===== src/rtl/axil_axis_responder.sv =====
// AXI4-Lite register slave plus AXI-Stream endpoint: buffers ss words in a FIFO
// and emits their running prefix sum on sm, with tlast on the final word of a run.
module axil_axis_responder #(
  parameter int pADDR_WIDTH = 12,
  parameter int pDATA_WIDTH = 32,
  parameter int pFIFO_DEPTH = 8
) (
  input  logic                   wb_clk_i,
  input  logic                   wb_rst_i,
  input  logic                   awvalid,
  output logic                   awready,
  input  logic [pADDR_WIDTH-1:0] awaddr,
  input  logic                   wvalid,
  output logic                   wready,
  input  logic [pDATA_WIDTH-1:0] wdata,
  input  logic                   arvalid,
  output logic                   arready,
  input  logic [pADDR_WIDTH-1:0] araddr,
  output logic                   rvalid,
  input  logic                   rready,
  output logic [pDATA_WIDTH-1:0] rdata,
  input  logic                   ss_tvalid,
  output logic                   ss_tready,
  input  logic [pDATA_WIDTH-1:0] ss_tdata,
  input  logic                   ss_tlast,
  output logic                   sm_tvalid,
  input  logic                   sm_tready,
  output logic [pDATA_WIDTH-1:0] sm_tdata,
  output logic                   sm_tlast
);

  localparam int FIFO_AW = $clog2(pFIFO_DEPTH);

  localparam logic [pADDR_WIDTH-1:0] ADDR_CTRL  = '0;
  localparam logic [pADDR_WIDTH-1:0] ADDR_LEN   = pADDR_WIDTH'(16);
  localparam logic [pADDR_WIDTH-1:0] ADDR_COUNT = pADDR_WIDTH'(20);

  typedef enum logic {W_ADDR, W_DATA} w_state_t;
  typedef enum logic {R_ADDR, R_DATA} r_state_t;
  typedef enum logic [1:0] {E_IDLE, E_RUN, E_DONE} e_state_t;

  w_state_t w_state_q, w_state_d;
  r_state_t r_state_q, r_state_d;
  e_state_t e_state_q, e_state_d;

  logic [pADDR_WIDTH-1:0] waddr_q, waddr_d;
  logic [pADDR_WIDTH-1:0] raddr_q, raddr_d;
  logic [pDATA_WIDTH-1:0] rdata_q, rdata_d;

  logic                   ap_start_q, ap_start_d;
  logic                   ap_done_q, ap_done_d;
  logic                   ap_idle_q, ap_idle_d;
  logic [pDATA_WIDTH-1:0] length_q, length_d;

  logic [pDATA_WIDTH-1:0] acc_q, acc_d;
  logic [pDATA_WIDTH-1:0] count_q, count_d;
  logic                   sm_tvalid_q, sm_tvalid_d;
  logic [pDATA_WIDTH-1:0] sm_tdata_q, sm_tdata_d;
  logic                   sm_tlast_q, sm_tlast_d;

  logic [FIFO_AW:0]       wr_ptr_q, wr_ptr_d;
  logic [FIFO_AW:0]       rd_ptr_q, rd_ptr_d;
  logic [pDATA_WIDTH-1:0] fifo_mem [pFIFO_DEPTH];

  logic                   wr_commit;
  logic                   rd_done_clr;
  logic [pDATA_WIDTH-1:0] reg_rd_val;
  logic                   fifo_full, fifo_empty, fifo_push, fifo_pop;
  logic [pDATA_WIDTH-1:0] fifo_head, acc_sum;
  logic                   start_go, done_set, sm_fire;

  // Stream tlast on the input side carries no meaning here; the run length comes from the register.
  logic unused_ss_tlast;
  assign unused_ss_tlast = ss_tlast;

  // ---------------- write channel FSM ----------------
  always_ff @(posedge wb_clk_i or posedge wb_rst_i) begin
    if (wb_rst_i) begin
      w_state_q <= W_ADDR;
      waddr_q   <= '0;
    end else begin
      w_state_q <= w_state_d;
      waddr_q   <= waddr_d;
    end
  end

  always_comb begin
    w_state_d = w_state_q;
    waddr_d   = waddr_q;
    case (w_state_q)
      W_ADDR: if (awvalid) begin
        waddr_d   = awaddr;
        w_state_d = W_DATA;
      end
      W_DATA: if (wvalid) w_state_d = W_ADDR;
      default: w_state_d = W_ADDR;
    endcase
  end

  always_comb begin
    awready   = (w_state_q == W_ADDR);
    wready    = (w_state_q == W_DATA);
    wr_commit = (w_state_q == W_DATA) && wvalid;
  end

  // ---------------- read channel FSM ----------------
  always_ff @(posedge wb_clk_i or posedge wb_rst_i) begin
    if (wb_rst_i) begin
      r_state_q <= R_ADDR;
      raddr_q   <= '0;
      rdata_q   <= '0;
    end else begin
      r_state_q <= r_state_d;
      raddr_q   <= raddr_d;
      rdata_q   <= rdata_d;
    end
  end

  always_comb begin
    reg_rd_val = '0;
    case (araddr)
      ADDR_CTRL:  reg_rd_val = {{(pDATA_WIDTH-3){1'b0}}, ap_idle_q, ap_done_q, ap_start_q};
      ADDR_LEN:   reg_rd_val = length_q;
      ADDR_COUNT: reg_rd_val = count_q;
      default:    reg_rd_val = '0;
    endcase
  end

  always_comb begin
    r_state_d = r_state_q;
    raddr_d   = raddr_q;
    rdata_d   = rdata_q;
    case (r_state_q)
      R_ADDR: if (arvalid) begin
        raddr_d   = araddr;
        rdata_d   = reg_rd_val;
        r_state_d = R_DATA;
      end
      R_DATA: if (rready) begin
        rdata_d   = '0;
        r_state_d = R_ADDR;
      end
      default: r_state_d = R_ADDR;
    endcase
  end

  always_comb begin
    arready     = (r_state_q == R_ADDR);
    rvalid      = (r_state_q == R_DATA);
    rd_done_clr = (r_state_q == R_DATA) && rready && (raddr_q == ADDR_CTRL);
  end

  assign rdata = rdata_q;

  // ---------------- ss input FIFO ----------------
  assign fifo_full  = ((wr_ptr_q - rd_ptr_q) == (FIFO_AW+1)'(pFIFO_DEPTH));
  assign fifo_empty = (wr_ptr_q == rd_ptr_q);
  assign fifo_push  = ss_tvalid && !fifo_full;
  assign fifo_head  = fifo_mem[rd_ptr_q[FIFO_AW-1:0]];
  assign ss_tready  = !fifo_full;
  assign wr_ptr_d   = fifo_push ? wr_ptr_q + 1'b1 : wr_ptr_q;
  assign rd_ptr_d   = fifo_pop  ? rd_ptr_q + 1'b1 : rd_ptr_q;

  // Storage carries no reset; emptiness is defined by the pointers alone.
  always_ff @(posedge wb_clk_i) begin
    if (fifo_push) fifo_mem[wr_ptr_q[FIFO_AW-1:0]] <= ss_tdata;
  end

  always_ff @(posedge wb_clk_i or posedge wb_rst_i) begin
    if (wb_rst_i) begin
      wr_ptr_q <= '0;
      rd_ptr_q <= '0;
    end else begin
      wr_ptr_q <= wr_ptr_d;
      rd_ptr_q <= rd_ptr_d;
    end
  end

  // ---------------- engine FSM ----------------
  always_ff @(posedge wb_clk_i or posedge wb_rst_i) begin
    if (wb_rst_i) e_state_q <= E_IDLE;
    else          e_state_q <= e_state_d;
  end

  assign sm_fire = sm_tvalid_q && sm_tready;

  always_comb begin
    e_state_d = e_state_q;
    case (e_state_q)
      E_IDLE:  if (ap_start_q) e_state_d = (length_q == '0) ? E_DONE : E_RUN;
      E_RUN:   if (sm_fire && sm_tlast_q) e_state_d = E_DONE;
      E_DONE:  e_state_d = E_IDLE;
      default: e_state_d = E_IDLE;
    endcase
  end

  // Pop only while words of this run remain; the output register must be free or draining.
  always_comb begin
    start_go = (e_state_q == E_IDLE) && ap_start_q;
    done_set = (e_state_q != E_DONE) && (e_state_d == E_DONE);
    fifo_pop = (e_state_q == E_RUN) && !fifo_empty && (count_q != length_q)
               && (!sm_tvalid_q || sm_tready);
  end

  assign acc_sum = acc_q + fifo_head;

  always_comb begin
    acc_d       = acc_q;
    count_d     = count_q;
    sm_tvalid_d = sm_tvalid_q;
    sm_tdata_d  = sm_tdata_q;
    sm_tlast_d  = sm_tlast_q;
    if (start_go) begin
      acc_d   = '0;
      count_d = '0;
    end else if (fifo_pop) begin
      acc_d       = acc_sum;
      count_d     = count_q + pDATA_WIDTH'(1);
      sm_tvalid_d = 1'b1;
      sm_tdata_d  = acc_sum;
      sm_tlast_d  = (count_q == length_q - pDATA_WIDTH'(1));
    end else if (sm_fire) begin
      sm_tvalid_d = 1'b0;
    end
  end

  // Control registers: a done set in the same cycle as a clear-on-read wins.
  always_comb begin
    ap_start_d = ap_start_q;
    ap_idle_d  = ap_idle_q;
    ap_done_d  = ap_done_q;
    length_d   = length_q;
    if (start_go)
      ap_start_d = 1'b0;
    else if (wr_commit && waddr_q == ADDR_CTRL && wdata[0] && ap_idle_q)
      ap_start_d = 1'b1;
    if (wr_commit && waddr_q == ADDR_LEN && ap_idle_q)
      length_d = wdata;
    if (done_set)      ap_idle_d = 1'b1;
    else if (start_go) ap_idle_d = 1'b0;
    if (done_set)                     ap_done_d = 1'b1;
    else if (start_go || rd_done_clr) ap_done_d = 1'b0;
  end

  always_ff @(posedge wb_clk_i or posedge wb_rst_i) begin
    if (wb_rst_i) begin
      ap_start_q  <= 1'b0;
      ap_done_q   <= 1'b0;
      ap_idle_q   <= 1'b1;
      length_q    <= '0;
      acc_q       <= '0;
      count_q     <= '0;
      sm_tvalid_q <= 1'b0;
      sm_tdata_q  <= '0;
      sm_tlast_q  <= 1'b0;
    end else begin
      ap_start_q  <= ap_start_d;
      ap_done_q   <= ap_done_d;
      ap_idle_q   <= ap_idle_d;
      length_q    <= length_d;
      acc_q       <= acc_d;
      count_q     <= count_d;
      sm_tvalid_q <= sm_tvalid_d;
      sm_tdata_q  <= sm_tdata_d;
      sm_tlast_q  <= sm_tlast_d;
    end
  end

  assign sm_tvalid = sm_tvalid_q;
  assign sm_tdata  = sm_tdata_q;
  assign sm_tlast  = sm_tlast_q;

endmodule


===== config.mk =====
export PLATFORM = sky130hd
export DESIGN_NAME = axil_axis_responder
export DESIGN_NICKNAME = d
export VERILOG_FILES = /design/src/rtl/axil_axis_responder.sv
export SDC_FILE = /design/constraint.sdc
export NUM_CORES = 1
export LEC_CHECK = 0
export CORE_MARGIN = 4
export CORE_UTILIZATION = 45
export CTS_CLUSTER_DIAMETER = 80
export CTS_CLUSTER_SIZE = 30
export DETAILED_ROUTE_END_ITERATION = 10
export PLACE_DENSITY = 0.62
export SYNTH_ARGS = -nofsm -noshare
export SYNTH_HDL_FRONTEND = slang
export SYNTH_SLANG_ARGS = --single-unit

===== constraint.sdc =====
create_clock -name wb_clk_i -period 7.57 [get_ports wb_clk_i]
set_clock_uncertainty 0.1 [all_clocks]
set_input_delay 1.1355 -clock wb_clk_i [delete_from_list [all_inputs] [get_ports wb_clk_i]]
set_output_delay 1.1355 -clock wb_clk_i [all_outputs]
set_load 0.05 [all_outputs]

==> results of run 1 <==
## worst max-delay path by stage
stage	startpoint	end	slack, ns	depth (start not counted)
3_3_place_gp	rd_ptr_q[0]	sm_tdata[24]	2.26	13
3_5_place_dp	rd_ptr_q[0]	sm_tdata[24]	2.33	13
5_1_grt	rd_ptr_q[0]	sm_tdata[24]	1.90	13
2_1_floorplan	wb_rst_i	acc_q[0]	0.85	1
6_report	rd_ptr_q[1]	ss_tready	2.25	7
4_1_cts	rd_ptr_q[1]	ss_tready	2.19	7
## cell usage in the layout, fill, tap and decap left out, types with 40 or more instances in the layout
cell / netlist / final
a21oi_1: 41 / 40
clkdlybuf4s50_1: 0 / 165
dfrtp_1: 200 / 197
edfxtp_1: 256 / 256
mux2_2: 55 / 55
mux4_2: 64 / 64
nand2_1: 259 / 259
nor2_1: 61 / 58
o21ai_0: 89 / 89
xnor2_1: 43 / 43
xor2_1: 70 / 70
## stage by stage
stage	power, mW	utilization (%)	worst slack (ns)
after floorplan	6.088	-	0.8538
after global placement	7.097	50.74	2.259
after detailed placement	7.161	50.74	2.328
after CTS	8.866	52.89	2.188
after global routing	9.329	52.89	1.905
final	8.774	52.89	2.254
## cell type report
type	count	area share [%]
clock inverters	20	1.215
clock buffers	30	2.849
inverters	35	0.5761
well taps	600	3.114
flip-flops and latches	457	52.78
multi-input cells	1029	31.99
diodes	1	0.01038
repair buffers	185	7.464
## routing by layer
metal | vias up | wire [um]
met1 | 6574 | 20730
met5 | - | 24
met3 | 55 | 2148
met4 | 4 | 863
met2 | 241 | 24770
li1 | 6155 | -
## critical path, cell delays in order (launching register included)
cell             delay, ns
dfrtp_2               0.97
buf_4                 0.58
inv_1                 0.11
ha_1                  0.33
a21oi_1               0.21
mux2i_1               0.21
a211o_1               0.21
clkdlybuf4s50_1       0.83
## power by group through the flow
stage          combinational [mW]  clock (mW)  sequential (mW)
2_1_floorplan                2.49           0             3.60
3_3_place_gp                 3.60           0             3.50
3_5_place_dp                 3.65           0             3.52
4_1_cts                      3.66        1.74             3.47
5_1_grt                      3.98        1.84             3.52
6_report                     3.63        1.69             3.45
## flip-flops by register name, summed over array words and instances (netlist names), 2 cells and up
register	count
rd_ptr_q	4
waddr_q	12
fifo_mem	256
e_state_q	2
length_q	32
wr_ptr_q	4
acc_q	32
count_q	32
raddr_q	12
rdata	32
sm_tdata	32
## cells by family after synthesis
logic type                 count (synthesis)
buffers and inverters                    123
and+or+nand+nor                          489
AOI/OAI and AO/OA                        233
xor gates and xnor gates                 113
muxes                                    155
adders and majority gates                 39
DFF                                      457
==> results.py, run 1 <==
metrics = {
    "placed_design": {
        "numPortBuffers": 166,
        "dp_cells": 2306,
        "place_area_um2": 23120,
        "finalWeightedCongestion": 0.9505,
        "hpwlAfterDp_mm": 32.61,
    },
    "power_and_ir_drop": {
        "clockPowerShare_pct": 19.3,
        "p_int_mw": 5.327,
        "seqPwrFrac_pct": 39.3,
        "p_comb_share_pct": 41.4,
        "power_density_nw_per_um2": 363.9,
        "swShare_pct": 39.28,
        "p_sw_mw": 3.447,
        "vdd_drop_max_uv": 205.5,
        "power.leakage_nw": 9.749,
    },
    "die": {
        "die_w_um": 223.3,
        "pin_count": 168,
        "core_area_um2": 45580,
        "initial_core_util_pct": 45.78,
        "die_h_um": 223.3,
        "rows": 78,
        "dieArea_um2": 49870,
    },
    "global_route": {
        "grt_max_degree": 131,
        "antenna_found_initial": 2,
        "grt_usage_pct": 19.07,
        "grt_use_met2_pct": 34.24,
        "grt-busiest-layer": "met2",
        "grtUsageMet3_pct": 3.000,
        "grt_pass1_vias": 13330,
        "globalRouteMet1Util_pct": 24.91,
        "grt-ovfl-total": 0,
        "grt_pass1_wl_mm": 76.11,
    },
    "routing": {
        "drc": 0,
        "ant_nets": 0,
        "dr.pass1.iters": 5,
        "wl_per_cell_um": 20.59,
        "wl_mm": 48.53,
        "vias": 13030,
        "viasPerCell": 5.528,
        "drt_iter0_drc": 796,
    },
    "cts": {
        "root_buffer": "clkbuf_16",
        "hold_buffers": 0,
        "cts_buffers": 27,
        "clock_sink_count": 457,
        "clk_latency_ns": 0.60,
        "h-tree-depth": 1,
        "postCtsResizedCells": 0,
        "clkTransAtPathRegs_ns": 0.10,
        "cts_buffer_depth": 3,
        "postCtsSetupBuffers": 0,
        "cts_tree": "built",
    },
    "synth": {
        "synth_area_um2": 20860,
        "async_flop_share_pct": 43.98,
        "synthFlopType": "edfxtp_1",
        "synth_edf_count": 256,
        "synthSimpleGateAreaFrac_pct": 10.97,
        "synth.net_count": 1745,
        "synth_area_leader_cell": "edfxtp_1",
        "synth.most_common_cell": "nand2_1",
        "synth_cells": 1609,
        "synth-compound-area-share_pct": 7.064,
        "synth.yosys.warnings": 0,
        "syn_avg_cell_area_um2": 12.97,
        "synth_top_family_by_area": "multiplexers",
        "synth_area_leaders": "edfxtp_1, dfrtp_1, mux4_2",
        "yosys-top-cells-count": "nand2_1, edfxtp_1, dfrtp_1",
        "synth_top_area_share_pct": 36.85,
        "synth_mux_area_share_pct": 11.60,
        "synth.distinct_cells": 72,
        "synth_seq_cells": 457,
        "synth-seq-area-share_pct": 60.96,
        "synthAdderAreaFrac_pct": 2.375,
        "synth-xor-area-share_pct": 4.744,
    },
    "sta": {
        "post-route-min-period_ns": 5.316,
        "rsz0062_at_grt": "no",
        "relSlewSlack_pct": 24.62,
        "fmax_ghz": 0.1881,
        "finalHoldViolCount": 0,
        "finalHoldWorstSlack_ns": 0.3799,
        "setup_viol": 0,
        "worst_pin_slew_ns": 1.129,
        "fin_setup_tns_ns": 0,
        "final-max-slew-violation-count": 0,
        "final.period_utilization_pct": 70.22,
    },
    "finish": {
        "final_layout_size_suffix_gt1_share_pct": 12.36,
        "multi_input_area_um2": 7711,
        "final_area_um2": 24110,
        "nets": 1871,
        "seqCellArea_um2": 12720,
        "syn_to_final_growth_pct": 15.54,
        "n_fill_cell": 3827,
        "final_cells": 2357,
    },
    "hold_path": {
        "hold_depth": 2,
        "hold_path_startpoint": "rdata[11]",
        "min_to": "rdata[11]",
        "hold_path_class": "flip-flop to flip-flop",
    },
    "job": {
        "maxCapViolCount": 0,
    },
    "setup_path": {
        "r2r_end": "sm_tdata[24]",
        "start_kind": "flip-flop",
        "crit_path_max_fanout": 35,
        "reg2reg_from": "rd_ptr_q[0]",
        "required_ns": 6.33,
        "crit_arrival_ns": 4.08,
        "worst-r2r-cell-count": 13,
        "end_kind": "output port",
        "reg2reg_slack_ns": 2.36,
        "worst-setup-path-type": "flip-flop to output port",
    },
    "status": {
        "status": "finished clean",
    },
}
Note: power is estimated with default switching activity, not from simulation.
==> run 2: changes to the inputs <==
==> constraint.sdc (replaced) <==
create_clock -name wb_clk_i -period 5.5 [get_ports wb_clk_i]
set_clock_uncertainty 0.1 [all_clocks]
set_input_delay 0.825 -clock wb_clk_i [delete_from_list [all_inputs] [get_ports wb_clk_i]]
set_output_delay 0.825 -clock wb_clk_i [all_outputs]
set_load 0.05 [all_outputs]
==> results.py, run 2 (synthesis gave the netlist of run 1 again) <==
metrics = {
    "cts": {
        "cts_buffer_depth": 3,
        "clock_sink_count": 457,
        "cts_tree": "built",
        "h-tree-depth": 1,
        "postCtsSetupBuffers": 0,
        "root_buffer": "clkbuf_16",
        "clk_latency_ns": 0.59,
        "hold_buffers": 0,
        "postCtsResizedCells": 0,
        "cts_buffers": 25,
        "clkTransAtPathRegs_ns": 0.10,
    },
    "sta": {
        "worst_pin_slew_ns": 1.058,
        "fmax_ghz": 0.2088,
        "relSlewSlack_pct": 29.31,
        "final.period_utilization_pct": 87.09,
        "worst_slack_ns": 0.7098,
        "fin_setup_tns_ns": 0,
        "setup_viol": 0,
        "final-max-slew-violation-count": 0,
        "rsz0062_at_grt": "no",
        "post-route-min-period_ns": 4.790,
        "finalHoldViolCount": 0,
    },
    "placed_design": {
        "numPortBuffers": 166,
        "hpwlAfterDp_mm": 33.65,
        "finalWeightedCongestion": 0.9553,
        "place_ws_ns": 0.6341,
        "place_area_um2": 23260,
    },
    "finish": {
        "syn_to_final_growth_pct": 15.54,
        "largest_reg_flops": 256,
        "layout_common_cells": "nand2_1, edfxtp_1, dfrtp_1",
        "final_area_um2": 24110,
        "final_common_cell": "nand2_1",
        "final_layout_size_suffix_gt1_share_pct": 12.74,
        "n_fill_cell": 3865,
        "nets": 1883,
    },
    "setup_path": {
        "required_ns": 5.89,
        "crit_path_max_fanout": 16,
        "reg2reg_from": "rd_ptr_q[0]",
        "max_stage_delay_ns": 0.66,
        "crit_chain": "buf_4, mux4_2, nand2_1, nand2_1, ha_1, a211oi_1, nor2_1, o41ai_1, o21ai_1, a2111oi_2, o31ai_1, xor2_1, mux2_2",
        "reg2reg_slack_ns": 0.71,
        "crit_arrival_ns": 5.18,
        "timing.critical_path.mode_cell": "nand2_1",
        "worstSetupStartpoint": "rd_ptr_q[0]",
        "start_kind": "flip-flop",
        "worst-setup-path-type": "flip-flop to flip-flop",
        "end_kind": "flip-flop",
        "cp_slowest_cell": "a2111oi_2",
    },
    "global_route": {
        "grt_pass1_wl_mm": 76.71,
        "globalRouteMet1Util_pct": 25.48,
        "grt_pass1_vias": 13350,
        "grt-busiest-layer": "met2",
        "grt_max_degree": 77,
        "grt-ovfl-total": 0,
        "grt_usage_pct": 19.29,
        "grt_use_met2_pct": 33.85,
        "grtUsageMet3_pct": 2.513,
        "antenna_found_initial": 1,
    },
    "die": {
        "die_w_um": 223.3,
        "dieArea_um2": 49870,
        "rows": 78,
        "initial_core_util_pct": 45.78,
        "core_area_um2": 45580,
        "pin_count": 168,
        "die_h_um": 223.3,
    },
    "routing": {
        "ant_nets": 0,
        "wl_per_cell_um": 20.60,
        "drt_iter0_drc": 947,
        "viasPerCell": 5.548,
        "wl_mm": 48.77,
        "drc": 0,
        "vias": 13130,
        "dr.pass1.iters": 6,
    },
    "power_and_ir_drop": {
        "swShare_pct": 39.06,
        "seqPwrFrac_pct": 38.7,
        "clockPowerShare_pct": 17.8,
        "p_comb_share_pct": 43.5,
        "power_density_nw_per_um2": 495.5,
        "p_sw_mw": 4.666,
        "power.leakage_nw": 9.767,
        "p_int_mw": 7.280,
        "vdd_drop_max_uv": 307.1,
    },
    "hold_path": {
        "hold_path_class": "flip-flop to flip-flop",
        "hold_path_startpoint": "raddr_q[6]",
    },
    "job": {
        "maxCapViolCount": 0,
    },
    "status": {
        "status": "finished clean",
    },
}
run 2: power groups by stage:
stage / Combinational [mW] / Sequential, mW / Clock, mW
after floorplan: 3.43 / 4.95 / 0
after global placement: 5.15 / 4.68 / 0
after detailed placement: 5.22 / 4.70 / 0
after CTS: 5.24 / 4.63 / 2.19
after global routing: 5.68 / 4.69 / 2.33
final: 5.20 / 4.62 / 2.13
run 2: cell type report:
type                       instances  area [um2]  share of cell area (%)
clock inverter                    17       195.2                  0.8097
multi-input combinational       1029        7720                   32.02
tap                              600       750.7                   3.114
clock buffer                      29       650.6                   2.699
inverter                          35       135.1                  0.5605
sequential                       457       12720                   52.78
antenna                            1       2.502                 0.01038
timing repair buffer             199        1929                   8.003
run 2: per-layer routing:
layer | part of all wire (%) | wire length [um]
met2 | 51 | 24830
met3 | 3.6 | 1736
met4 | 2.9 | 1398
met1 | 43 | 20800
met5 | 0 | 0
run 2: through the flow:
| step | power, mW | util (%) | hold WS [ns] | instances |
|---|---|---|---|---|
| 6_report | 11.95 | 52.89 | 0.3844 | 2367 |
| 5_1_grt | 12.69 | 52.89 | 0.4077 | 2366 |
| 4_1_cts | 12.06 | 52.89 | 0.3862 | 2366 |
| 3_5_place_dp | 9.914 | 51.03 | 0.3635 | 2320 |
| 3_3_place_gp | 9.830 | 51.03 | 0.3613 | 2320 |
| 2_1_floorplan | 8.381 | - | 0.3460 | 1609 |
run 2: worst paths after layout:
path	endpoint	cells past startpoint
setup / recovery	sm_tdata[24]	13
hold / removal	raddr_q[6]	2
setup reg to reg	sm_tdata[24]	13
hold reg to reg	raddr_q[6]	2
max in group asynchronous	rdata[24]	3
min in group asynchronous	sm_tdata[14]	2
run 2: critical path, delay by kind of cell, from the launching register on:
kind | cells | cell delay, ns
AOI/OAI and AO/OA | 5 | 1.90
xor gates and xnor gates | 1 | 0.18
adders and majority gates | 1 | 0.35
buffers and inverters | 1 | 0.37
DFF | 1 | 0.61
muxes | 2 | 0.85
and+or+nand+nor | 3 | 0.30
